===== config.mk =====
export PLATFORM = sky130hd
export DESIGN_NAME = fetch_cycle_flat
export DESIGN_NICKNAME = d
export VERILOG_FILES = /design/src/rtl/fetch_cycle_if.sv /design/src/rtl/fetch_cycle.sv /design/src/flat_wrapper.sv
export SDC_FILE = /design/constraint.sdc
export NUM_CORES = 1
export LEC_CHECK = 0
export CORE_MARGIN = 3
export CORE_UTILIZATION = 52
export CTS_CLUSTER_SIZE = 28
export DETAILED_ROUTE_END_ITERATION = 10
export GPL_TIMING_DRIVEN = 0
export PLACE_DENSITY = 0.88
export SLEW_MARGIN = 20
export SYNTH_ARGS = -nofsm -noshare
export SYNTH_HDL_FRONTEND = slang
export SYNTH_SLANG_ARGS = --single-unit
export TNS_END_PERCENT = 100

===== constraint.sdc =====
create_clock -name clk -period 11.2 [get_ports clk]
set_input_delay 2.24 -clock clk [delete_from_list [all_inputs] [get_ports clk]]
set_output_delay 2.24 -clock clk [all_outputs]
set_load 0.02 [all_outputs]

===== src/rtl/fetch_cycle_if.sv =====
// rtl/fetch_cycle_if.sv - instruction memory request/response channel
`timescale 1ns/1ps
interface fetch_cycle_if #(
    parameter int XLEN               = 64,
    parameter int INSTRUCTION_LENGTH = 32
);
    logic                          imem_req_valid;
    logic                          imem_req_ready;
    logic [XLEN-1:0]               imem_req_addr;
    logic                          imem_resp_valid;
    logic [INSTRUCTION_LENGTH-1:0] imem_resp_data;

    modport master (
        output imem_req_valid,
        output imem_req_addr,
        input  imem_req_ready,
        input  imem_resp_valid,
        input  imem_resp_data
    );

    modport slave (
        input  imem_req_valid,
        input  imem_req_addr,
        output imem_req_ready,
        output imem_resp_valid,
        output imem_resp_data
    );
endinterface


===== src/rtl/fetch_cycle.sv =====
// rtl/fetch_cycle.sv - fetch stage: PC, single-outstanding imem requests, instruction buffer
`timescale 1ns/1ps
module fetch_cycle #(
    parameter int            XLEN               = 64,
    parameter int            INSTRUCTION_LENGTH = 32,
    parameter bit [XLEN-1:0] RESET_PC           = '0,
    parameter int            FIFO_DEPTH         = 2
) (
    input  logic                          clk,
    input  logic                          rst,
    fetch_cycle_if.master                 imem,
    input  logic                          redirect_valid,
    input  logic [XLEN-1:0]               redirect_pc,
    input  logic                          f_to_d_enable_ff,
    output logic                          fetch_valid,
    output logic [INSTRUCTION_LENGTH-1:0] instruction,
    output logic [XLEN-1:0]               PC_out
);
    localparam int PTR_W = (FIFO_DEPTH > 1) ? $clog2(FIFO_DEPTH) : 1;
    localparam int CNT_W = PTR_W + 1;
    localparam logic [INSTRUCTION_LENGTH-1:0] NOP = INSTRUCTION_LENGTH'(32'h0000_0013);

    typedef enum logic [1:0] {IDLE, REQ, WAIT, DROP} state_t;

    state_t                        state, state_next;
    logic [XLEN-1:0]               fetch_pc;
    logic [XLEN-1:0]               req_pc;
    logic [CNT_W-1:0]              count;
    logic [PTR_W-1:0]              rd_ptr;
    logic [PTR_W-1:0]              wr_ptr;
    logic [XLEN-1:0]               pc_mem    [FIFO_DEPTH];
    logic [INSTRUCTION_LENGTH-1:0] instr_mem [FIFO_DEPTH];

    logic req_valid;
    logic req_fire;
    logic resp_owed;
    logic push;
    logic pop;

    // With only one request in flight, a free slot now is a slot for its response.
    assign req_valid = (state == REQ) && (count < CNT_W'(FIFO_DEPTH));
    assign req_fire  = req_valid && imem.imem_req_ready;
    assign push      = (state == WAIT) && imem.imem_resp_valid && !redirect_valid;
    assign pop       = fetch_valid && f_to_d_enable_ff && !redirect_valid;
    assign resp_owed = ((state == WAIT || state == DROP) && !imem.imem_resp_valid) || req_fire;

    assign imem.imem_req_valid = req_valid;
    assign imem.imem_req_addr  = fetch_pc;

    assign fetch_valid = (count != '0);
    assign instruction = fetch_valid ? instr_mem[rd_ptr] : NOP;
    assign PC_out      = fetch_valid ? pc_mem[rd_ptr] : '0;

    always_comb begin
        state_next = state;
        case (state)
            IDLE: state_next = REQ;
            REQ:  if (req_fire) state_next = WAIT;
            WAIT: if (imem.imem_resp_valid) state_next = REQ;
            DROP: if (imem.imem_resp_valid) state_next = REQ;
            default: state_next = IDLE;
        endcase
        if (redirect_valid) begin
            state_next = resp_owed ? DROP : REQ;
        end
    end

    always_ff @(posedge clk or posedge rst) begin
        if (rst) begin
            state    <= IDLE;
            fetch_pc <= RESET_PC;
            req_pc   <= '0;
            count    <= '0;
            rd_ptr   <= '0;
            wr_ptr   <= '0;
        end else begin
            state <= state_next;
            if (req_fire) begin
                req_pc <= fetch_pc;
            end
            if (redirect_valid) begin
                fetch_pc <= redirect_pc & ~XLEN'(3);
                count    <= '0;
                rd_ptr   <= '0;
                wr_ptr   <= '0;
            end else begin
                if (req_fire) begin
                    fetch_pc <= fetch_pc + XLEN'(4);
                end
                if (push) begin
                    wr_ptr <= wr_ptr + PTR_W'(1);
                end
                if (pop) begin
                    rd_ptr <= rd_ptr + PTR_W'(1);
                end
                case ({push, pop})
                    2'b10:   count <= count + CNT_W'(1);
                    2'b01:   count <= count - CNT_W'(1);
                    default: count <= count;
                endcase
            end
        end
    end

    // Buffer storage needs no reset: entries are only visible while count covers them.
    always_ff @(posedge clk) begin
        if (push) begin
            pc_mem[wr_ptr]    <= req_pc;
            instr_mem[wr_ptr] <= imem.imem_resp_data;
        end
    end
endmodule


===== src/flat_wrapper.sv =====
// flat-port wrapper written by rule: the top's interface ports become plain ports
module fetch_cycle_flat 
#(
    parameter int            XLEN               = 64,
    parameter int            INSTRUCTION_LENGTH = 32,
    parameter bit [XLEN-1:0] RESET_PC           = '0,
    parameter int            FIFO_DEPTH         = 2
)
  (clk, rst, redirect_valid, redirect_pc, f_to_d_enable_ff, fetch_valid, instruction, PC_out, imem_imem_req_valid, imem_imem_req_addr, imem_imem_req_ready, imem_imem_resp_valid, imem_imem_resp_data);
  fetch_cycle_if #(.XLEN(XLEN), .INSTRUCTION_LENGTH(INSTRUCTION_LENGTH)) imem_i ();
  input  logic clk;
  input  logic rst;
  input  logic redirect_valid;
  input  logic [XLEN-1:0] redirect_pc;
  input  logic f_to_d_enable_ff;
  output logic fetch_valid;
  output logic [INSTRUCTION_LENGTH-1:0] instruction;
  output logic [XLEN-1:0] PC_out;
  output wire logic [$bits(imem_i.imem_req_valid)-1:0] imem_imem_req_valid;
  output wire logic [$bits(imem_i.imem_req_addr)-1:0] imem_imem_req_addr;
  input wire logic [$bits(imem_i.imem_req_ready)-1:0] imem_imem_req_ready;
  input wire logic [$bits(imem_i.imem_resp_valid)-1:0] imem_imem_resp_valid;
  input wire logic [$bits(imem_i.imem_resp_data)-1:0] imem_imem_resp_data;
  assign imem_imem_req_valid = imem_i.imem_req_valid;
  assign imem_imem_req_addr = imem_i.imem_req_addr;
  assign imem_i.imem_req_ready = imem_imem_req_ready;
  assign imem_i.imem_resp_valid = imem_imem_resp_valid;
  assign imem_i.imem_resp_data = imem_imem_resp_data;
  fetch_cycle #(.XLEN(XLEN), .INSTRUCTION_LENGTH(INSTRUCTION_LENGTH), .RESET_PC(RESET_PC), .FIFO_DEPTH(FIFO_DEPTH)) u_core (.clk(clk), .rst(rst), .imem(imem_i), .redirect_valid(redirect_valid), .redirect_pc(redirect_pc), .f_to_d_enable_ff(f_to_d_enable_ff), .fetch_valid(fetch_valid), .instruction(instruction), .PC_out(PC_out));
endmodule

==> impl_metrics.tcl, run 1 <==
set metrics [dict create \
    outcome "finished, final reports clean" \
    critical-path-top-cell-by-count "clkbuf_1" \
    detailedPlace.worstSlack_ns 5.25 \
    critPathMaxStageDelay_ns 0.70 \
    floorplan.die.height_microns 166 \
    fillerInstances 1656 \
    finalWorstSetupSlack_ns 5.56 \
    grt_util_all_layers 0.265 \
    power.switching_fraction 0.255 \
    final_core_utilization 0.711 \
    number_of_maximum_capacitance_violations 0 \
    yosys_warnings 0 \
    dp_hpwl_mm 26.3 \
    final_layout_size_suffix_gt1_frac 0.0611 \
    worstMarginPinSlew_ns 0.936 \
    combinational_cell_fraction_of_total_power 0.116 \
    timing.reg2reg.worst_path_depth 8 \
    maximum_number_of_pins_on_one_net_before_global_route_repair 77 \
    cts.path.max_buffers 3 \
    internal_power_mw 2.11 \
    cp-end-kind "output port" \
    layout_min_cycle_time_ns 5.64 \
    layout.cells.most_common "clkdlybuf4s50_1" \
    boundaryPins 264 \
    synth.largest_area_cell "edfxtp_1" \
    placement.io_buffers 256 \
    register_area_sq_mm 0.00890 \
    clock-root-buffer "clkbuf_16" \
    wirelength_mm 37.4 \
    multiInputGateArea_sq_mm 0.00417 \
    syn-cell-area_sq_mm 0.0133 \
    drc_errors 0 \
    cts.clk_slew.worst_paths_ns 0.06 \
    start_kind "flip-flop" \
    crit_cells 6 \
    placed_cells 1741 \
    rsz0062_at_grt "no" \
    area_of_the_placeable_core_sq_mm 0.0247 \
    ctsHtreeMaxLevel 1 \
    cts_hold_buffers 0 \
    critical-path-top-delay-family "buffers and inverters" \
    instances_no_fill 1798 \
    postCtsResizedCells 0 \
    cts_made_buffers 31 \
    clock-sinks 318 \
    setup_viol_count_final 0 \
    netlist_instances 1131 \
    sequential_cell_fraction_of_total_power 0.521 \
    avg_vias_per_cell 5.77 \
    grt_pass1_vias 10491 \
    worstSkewPairLatency_ns 0.55 \
    post-route-period-util 0.503 \
    grt_pass1_wl_mm 58.2 \
    first_iter_violations 1161 \
    synth_flop_cell "edfxtp_1" \
    critPathBufInv 4 \
    num_antenna_cells 0 \
    drtAntennaViolNets 0 \
    crit_slowest_cell "buf_1" \
    syn_avg_cell_area_sq_um 11.8 \
    post_synth_num_cell_types 45 \
    floorplan.rows 57 \
    die_w_microns 166 \
    effective_utilization_at_floorplan 0.539 \
    power_density_mw_per_mm2 161 \
    yosys_register_bits 318 \
    timing_worst_setup_path_type "flip-flop to output port" \
    syn2layout_area_growth_pct 31.9 \
    timing.critical_path.cells "clkbuf_1 -> buf_1 -> clkbuf_1 -> mux2i_1 -> nor2_1 -> clkdlybuf4s50_1" \
    maxSlewHeadroom 0.376 \
    ys_top_cells_by_area "edfxtp_1, dfrtp_1, mux2i_1" \
    clock_skew_ns 0.0112 \
    via_count 10368 \
    timing.critical_path.arrival_ns 3.40 \
    fp.dieArea_sq_mm 0.0276 \
    timing.final.hold_violations 0 \
    drtPass1Iterations 6 \
    ys_seq_area_frac 0.667 \
    synth_top_area_share 0.423 \
    power_switching_mw 0.722 \
    postCtsSetupRepairBufs 0 \
    total_power_mw 2.84 \
    maxSlewViolCount 0 \
    fin_nets 1553 \
    fin_setup_tns_ns 0 \
    min-delay-path-class "flip-flop to flip-flop" \
    tritoncts "built" \
    antenna_found_initial 0 \
    overflow 0 \
    layout.cells.most_common_list "clkdlybuf4s50_1, nand2_1, edfxtp_1" \
    gp_congestion 0.883 \
    synth-edff-count 188 \
    timing.critical_path.required_ns 8.96 \
    max_freq_mhz 177 \
    wire_per_inst_microns 20.8 \
    power_leakage_nw 6.43 \
    async_reset_ff_frac 0.409 \
    clock_power_share 0.363 \
    worst_ir_drop_vdd_mv 0.107 \
    worstHoldPathCells 0 \
    worst-path-max-fanout 10 \
]
## layer usage
| layer | vias up | global-route usage | share of wire | routed length, microns |
|---|---|---|---|---|
| met2 | 648 | 0.449 | 0.49 | 18300 |
| met3 | 119 | 0.0428 | 0.090 | 3350 |
| met1 | 4983 | 0.345 | 0.38 | 14100 |
| met4 | 0 | 0.105 | 0.043 | 1600 |
| li1 | 4618 | - | - | - |
| met5 | - | 0 | 0 | 0 |
## sequential cells by signal, indices dropped and copies added, names as in the netlist
signal,count
u_core.instr_mem,64
u_core.count,2
u_core.rd_ptr,1
u_core.pc_mem,124
u_core.req_pc,62
u_core.imem.imem_req_addr,62
u_core.state,2
u_core.wr_ptr,1
## cell usage after synthesis, types with 2 or more instances
library cell  count
nand2_1         240
edfxtp_1        188
dfrtp_1         130
nor2_1          128
mux2i_1          97
o21ai_0          53
clkbuf_1         50
nand3_1          34
nand4_1          28
xor2_1           23
xnor2_1          17
a31oi_1          16
or4_1            16
inv_1            12
nor4_1           10
o31ai_1          10
nor3_1            9
buf_1             8
nor2b_1           8
or3_1             8
and3_1            6
and4_1            5
buf_4             4
a21oi_1           3
buf_2             3
a22o_1            2
nand2b_1          2
nor3b_1           2
o211ai_1          2
o31a_1            2
## metrics by stage
step                hold WS (ns)  cell area [sq um]
finish                     0.471              17600
detailed placement         0.453              16600
global route               0.486              17600
CTS                        0.470              17600
global placement           0.446              16300
floorplan                  0.442              13400
## path summary, 6_finish.rpt
check                                         startpoint                                         to  slack [ns]
setup / recovery               u_core.rd_ptr$_DFFE_PP0P_                             instruction[2]        5.56
hold / removal             u_core.req_pc[62]$_DFFE_PP0P_             u_core.pc_mem[1][62]$_DFFE_PP_        0.47
setup reg to reg             u_core.count[1]$_DFFE_PP0P_  u_core.imem.imem_req_addr[40]$_DFFE_PP0P_        7.59
hold reg to reg            u_core.req_pc[62]$_DFFE_PP0P_             u_core.pc_mem[1][62]$_DFFE_PP_        0.47
max in group asynchronous                            rst              u_core.req_pc[35]$_DFFE_PP0P_        8.36
min in group asynchronous                            rst                  u_core.rd_ptr$_DFFE_PP0P_        2.13
## power groups by stage
stage               clock [mW]  sequential [mW]  combinational, mW
floorplan                    0             1.49              0.151
global placement             0             1.48              0.309
detailed placement           0             1.50              0.324
CTS                       1.03             1.47              0.330
global route              1.09             1.49              0.360
finish                    1.03             1.48              0.330
## kinds of logic (layout without fill, tap and decap cells)
kind of cell    Yosys count  count (layout)  share of synthesized area
simple gates            504             504                      0.168
mux                      98              98                     0.0736
flops                   318             318                      0.667
fa+ha+maj                 1               1                   0.000938
other cells               1               4                   0.000281
buf+inv                  77             417                     0.0231
xor+xnor                 40              40                     0.0263
compound gates           92              92                     0.0407
## area by class of cell
cell class | instances | area share
sequential | 318 | 0.505
clock buffer | 34 | 0.0447
buffer | 65 | 0.0149
inverter | 12 | 0.00299
clock inverter | 23 | 0.0121
multi-input combinational | 739 | 0.237
tap | 324 | 0.0230
timing repair buffer | 283 | 0.160
Note: power is estimated with default switching activity, not from simulation.
==> run 2, diff against run 1 <==
Settings changed: CORE_UTILIZATION 52 to 47, PLACE_DENSITY 0.88 to 0.85.
Clock period 11.2 ns to 4.75 ns, I/O delays scaled along.
==> impl_metrics.tcl, run 2 (synthesis gave the netlist of run 1 again) <==
set metrics [dict create \
    outcome "finished, final reports clean" \
    cts_hold_buffers 0 \
    internal_power_mw 5.14 \
    max_freq_mhz 227 \
    worst_r2r_endpoint "u_core.imem.imem_req_addr[42]$_DFFE_PP0P_" \
    total_power_mw 6.88 \
    fillerInstances 2008 \
    die_w_microns 174 \
    boundaryPins 264 \
    start_kind "flip-flop" \
    registers.top_by_ff_count "u_core.pc_mem" \
    critPathMaxStageDelay_ns 0.71 \
    grt_util_all_layers 0.242 \
    cp-end-kind "output port" \
    ctsHtreeMaxLevel 2 \
    power_switching_mw 1.74 \
    cts.path.max_buffers 3 \
    antenna_found_initial 0 \
    critical-path-top-cell-by-count "clkbuf_1" \
    avg_vias_per_cell 5.54 \
    rsz0062_at_grt "no" \
    wirelength_mm 37.5 \
    power.switching_fraction 0.253 \
    cts_made_buffers 34 \
    worstHoldPathCells 0 \
    register_area_sq_mm 0.00890 \
    critical-path-top-delay-family "buffers and inverters" \
    setup_viol_count_final 0 \
    via_count 10239 \
    crit_slowest_cell "buf_1" \
    timing.reg2reg.worst_path_depth 8 \
    postCtsSetupRepairBufs 0 \
    area_of_the_placeable_core_sq_mm 0.0279 \
    instances_no_fill 1847 \
    syn2layout_area_growth_pct 33.4 \
    combinational_cell_fraction_of_total_power 0.113 \
    sequential_cell_fraction_of_total_power 0.506 \
    floorplan.die.height_microns 174 \
    grt_pass1_vias 10067 \
    layout.cells.most_common "clkdlybuf4s50_1" \
    post-route-period-util 0.926 \
    gp_congestion 0.887 \
    fin_setup_tns_ns 0 \
    dp_hpwl_mm 26.6 \
    timing_worst_setup_path_type "flip-flop to output port" \
    placement.io_buffers 256 \
    design_area_sq_mm 0.0178 \
    timing.critical_path.arrival_ns 3.45 \
    power_density_mw_per_mm2 386 \
    timing.critical_path.required_ns 3.80 \
    drtAntennaViolNets 0 \
    top_regs "u_core.pc_mem: 124 flops, u_core.instr_mem: 64 flops" \
    timing.critical_path.cells "clkbuf_1 -> buf_1 -> clkbuf_1 -> mux2i_1 -> nor2_1 -> clkdlybuf4s50_1" \
    detailedPlace.worstSlack_ns 0.182 \
    drc_errors 0 \
    final_core_utilization 0.639 \
    multiInputGateArea_sq_mm 0.00419 \
    layout_min_cycle_time_ns 4.40 \
    grt_pass1_wl_mm 57.4 \
    min-delay-path-class "flip-flop to flip-flop" \
    layout.cells.most_common_list "clkdlybuf4s50_1, nand2_1, edfxtp_1" \
    postCtsResizedCells 0 \
    overflow 0 \
    wire_per_inst_microns 20.3 \
    maximum_number_of_pins_on_one_net_before_global_route_repair 82 \
    effective_utilization_at_floorplan 0.479 \
    maxSlewViolCount 0 \
    dpl_cell_area_sq_mm 0.0167 \
    drtPass1Iterations 5 \
    clock-root-buffer "clkbuf_16" \
    floorplan.rows 61 \
    placed_cells 1785 \
    num_antenna_cells 0 \
    r2r-start "u_core.count[1]$_DFFE_PP0P_" \
    finalWorstSetupSlack_ns 0.353 \
    fin_nets 1546 \
    holdCritStartpoint "u_core.req_pc[47]$_DFFE_PP0P_" \
    cts.clk_slew.worst_paths_ns 0.07 \
    r2r_slack_ns 1.39 \
    critPathBufInv 4 \
    worstMarginPinSlew_ns 1.04 \
    number_of_maximum_capacitance_violations 0 \
    final_layout_size_suffix_gt1_frac 0.0592 \
    whs_ns 0.466 \
    worstSkewPairLatency_ns 0.52 \
    first_iter_violations 951 \
    min_delay_worst_endpoint "u_core.pc_mem[1][47]$_DFFE_PP_" \
    timing.final.hold_violations 0 \
    clock_skew_ns 0.0180 \
    clock-sinks 318 \
    fp.dieArea_sq_mm 0.0304 \
    worst_ir_drop_vdd_mv 0.219 \
    maxSlewHeadroom 0.309 \
    worst-path-max-fanout 10 \
    power_leakage_nw 6.46 \
    tritoncts "built" \
    clock_power_share 0.380 \
    largest_register_ffs 124 \
]
run 2: cell types whose count changed in the layout (fill, tap and decap cells not counted), moves of 2 or more:
| cell | delta |
|---|---|
| buf_4 | -17 |
| buf_8 | +12 |
| clkbuf_8 | +7 |
| clkinv_1 | -7 |
| buf_6 | -5 |
| clkbuf_1 | +5 |
| clkbuf_16 | +3 |
| clkinv_2 | -3 |
| inv_6 | +3 |
| bufinv_16 | -2 |
| clkinvlp_4 | -2 |
run 2: power groups by stage:
stage / logic, mW / registers (mW) / clock network (mW)
finish: 0.780 / 3.48 / 2.61
floorplan: 0.357 / 3.51 / 0
CTS: 0.780 / 3.47 / 2.64
detailed placement: 0.772 / 3.52 / 0
global route: 0.854 / 3.51 / 2.76
global placement: 0.735 / 3.50 / 0
run 2: final cells by class:
| cell class | instances | area share |
|---|---|---|
| sequential | 318 | 0.500 |
| multi-input combinational | 739 | 0.235 |
| timing repair buffer | 273 | 0.158 |
| clock buffer | 49 | 0.0549 |
| tap | 378 | 0.0266 |
| buffer | 65 | 0.0148 |
| clock inverter | 13 | 0.00780 |
| inverter | 12 | 0.00295 |
run 2: worst register-to-register path: stages, from the launching register on:
cell and delay (ns):
dfrtp_1 0.45, nor4bb_1 0.29, clkbuf_1 0.34, and4_1 0.24
clkbuf_1 0.52, nand3_1 0.48, clkbuf_1 0.39, o31ai_1 0.38
a31oi_1 0.13
run 2: worst max path at each step:
stage | start | to | cells after the start
4_1_cts | u_core.rd_ptr$_DFFE_PP0P_ | PC_out[50] | 6
6_report | u_core.rd_ptr$_DFFE_PP0P_ | PC_out[50] | 6
3_3_place_gp | redirect_valid | u_core.pc_mem[0][44]$_DFFE_PP_ | 5
5_1_grt | u_core.rd_ptr$_DFFE_PP0P_ | PC_out[61] | 6
2_1_floorplan | redirect_valid | u_core.instr_mem[0][0]$_DFFE_PP_ | 5
3_5_place_dp | redirect_valid | u_core.pc_mem[0][41]$_DFFE_PP_ | 8
run 2: metal layers:
layer,vias up,global-route usage,part of all wire
li1,4621,-,-
met1,4985,0.321,0.39
met2,538,0.404,0.49
met3,95,0.0452,0.081
met4,0,0.0798,0.031
met5,-,0,0
==> run 3, diff against run 2 <==
Settings changed: CTS_CLUSTER_DIAMETER set to 100.
==> impl_metrics.tcl, run 3 (synthesis gave the netlist of run 1 again) <==
set metrics [dict create \
    outcome "finished, final reports clean" \
    area_of_the_placeable_core_sq_mm 0.0279 \
    layout_min_cycle_time_ns 4.45 \
    top_regs "u_core.pc_mem: 124 flops, u_core.instr_mem: 64 flops" \
    worstSkewPairLatency_ns 0.50 \
    clock-sinks 318 \
    dpl_cell_area_sq_mm 0.0167 \
    multiInputGateArea_sq_mm 0.00419 \
    start_kind "flip-flop" \
    register_area_sq_mm 0.00890 \
    drtPass1Iterations 5 \
    timing.critical_path.arrival_ns 3.50 \
    drc_errors 0 \
    instances_no_fill 1810 \
    maxSlewViolCount 0 \
    dp_hpwl_mm 26.6 \
    first_iter_violations 937 \
    timing_worst_setup_path_type "flip-flop to output port" \
    tritoncts "built" \
    layout.cells.most_common_list "clkdlybuf4s50_1, nand2_1, edfxtp_1" \
    cts_made_buffers 15 \
    maxSlewHeadroom 0.309 \
    cts.path.max_buffers 3 \
    boundaryPins 264 \
    largest_register_ffs 124 \
    clock_skew_ns 0.0259 \
    via_count 9990 \
    postCtsResizedCells 0 \
    rsz0062_at_grt "no" \
    power_leakage_nw 6.11 \
    overflow 0 \
    number_of_maximum_capacitance_violations 0 \
    floorplan.rows 61 \
    registers.top_by_ff_count "u_core.pc_mem" \
    placed_cells 1785 \
    grt_pass1_vias 9862 \
    cts_hold_buffers 0 \
    cts.clk_slew.worst_paths_ns 0.11 \
    detailedPlace.worstSlack_ns 0.182 \
    layout.cells.most_common "clkdlybuf4s50_1" \
    final_layout_size_suffix_gt1_frac 0.0349 \
    placement.io_buffers 256 \
    avg_vias_per_cell 5.52 \
    post-route-period-util 0.937 \
    syn2layout_area_growth_pct 28.2 \
    postCtsSetupRepairBufs 0 \
    die_w_microns 174 \
    worst_ir_drop_vdd_mv 0.203 \
    worst-path-max-fanout 10 \
    min-delay-path-class "flip-flop to flip-flop" \
    maximum_number_of_pins_on_one_net_before_global_route_repair 82 \
    fillerInstances 2100 \
    ctsHtreeMaxLevel 1 \
    max_freq_mhz 225 \
    wirelength_mm 36.4 \
    finalWorstSetupSlack_ns 0.299 \
    cp-end-kind "output port" \
    design_area_sq_mm 0.0171 \
    setup_viol_count_final 0 \
    grt_util_all_layers 0.234 \
    effective_utilization_at_floorplan 0.479 \
    clock-root-buffer "clkbuf_16" \
    final_core_utilization 0.614 \
    wire_per_inst_microns 20.1 \
    antenna_found_initial 0 \
    floorplan.die.height_microns 174 \
    fp.dieArea_sq_mm 0.0304 \
    grt_pass1_wl_mm 56.0 \
    power_density_mw_per_mm2 333 \
    gp_congestion 0.887 \
    drtAntennaViolNets 0 \
    fin_nets 1527 \
    total_power_mw 5.70 \
    worstMarginPinSlew_ns 1.04 \
    num_antenna_cells 0 \
    timing.critical_path.required_ns 3.80 \
    timing.final.hold_violations 0 \
]
## run 3: changes by cell type in the layout (fill, tap and decap cells not counted), moves of 2 or more
| cell | delta |
|---|---|
| bufinv_16 | -2 |
| clkbuf_16 | -19 |
| clkbuf_8 | -7 |
| clkinv_2 | -5 |
| inv_6 | -3 |
## run 3: report_power, final
| group | switching, mW | leakage (nW) | internal [mW] |
|---|---|---|---|
| Clock | 0.831 | 0.205 | 0.613 |
| Sequential | 0.231 | 3.28 | 3.24 |
| Combinational | 0.443 | 2.63 | 0.334 |
| Total | 1.50 | 6.11 | 4.19 |
## run 3: through the flow
stage	setup TNS, ns	hold slack, ns
after global placement	-993.29	0.447
after global routing	0	0.491
after CTS	0	0.479
after floorplan	-224.42	0.442
final	0	0.479
after detailed placement	0	0.455
## run 3: layer usage
| metal | wire length, microns | vias to the layer above | GRT usage | share of wire |
|---|---|---|---|---|
| li1 | - | 4555 | - | - |
| met1 | 14700 | 4920 | 0.317 | 0.40 |
| met2 | 18000 | 452 | 0.396 | 0.49 |
| met3 | 2820 | 63 | 0.0369 | 0.077 |
| met4 | 912 | 0 | 0.0662 | 0.025 |
| met5 | 0 | - | 0 | 0 |
## run 3: worst paths after layout
path / start / end / slack [ns] / cells after the start
setup / recovery: u_core.rd_ptr$_DFFE_PP0P_ / PC_out[50] / 0.30 / 6
hold / removal: u_core.req_pc[24]$_DFFE_PP0P_ / u_core.pc_mem[1][24]$_DFFE_PP_ / 0.48 / 0
setup reg to reg: u_core.count[1]$_DFFE_PP0P_ / u_core.imem.imem_req_addr[40]$_DFFE_PP0P_ / 1.42 / 8
hold reg to reg: u_core.req_pc[24]$_DFFE_PP0P_ / u_core.pc_mem[1][24]$_DFFE_PP_ / 0.48 / 0
max in group asynchronous: rst / u_core.req_pc[45]$_DFFE_PP0P_ / 3.13 / 3
min in group asynchronous: rst / u_core.req_pc[3]$_DFFE_PP0P_ / 0.85 / 2
## run 3: worst max-delay path: stages (launching register included)
cell and delay, ns:
dfrtp_1 0.35, clkbuf_1 0.29, buf_1 0.72, clkbuf_1 0.66, mux2i_1 0.23, nor2_1 0.13, clkdlybuf4s50_1 0.61
## run 3: layout make-up
type | count | area share
Sequential cell | 318 | 0.520
Buffer | 65 | 0.0154
Tap cell | 378 | 0.0276
Clock inverter | 1 | 0.00117
Timing Repair Buffer | 273 | 0.164
Multi-Input combinational cell | 739 | 0.245
Clock buffer | 24 | 0.0239
Inverter | 12 | 0.00307
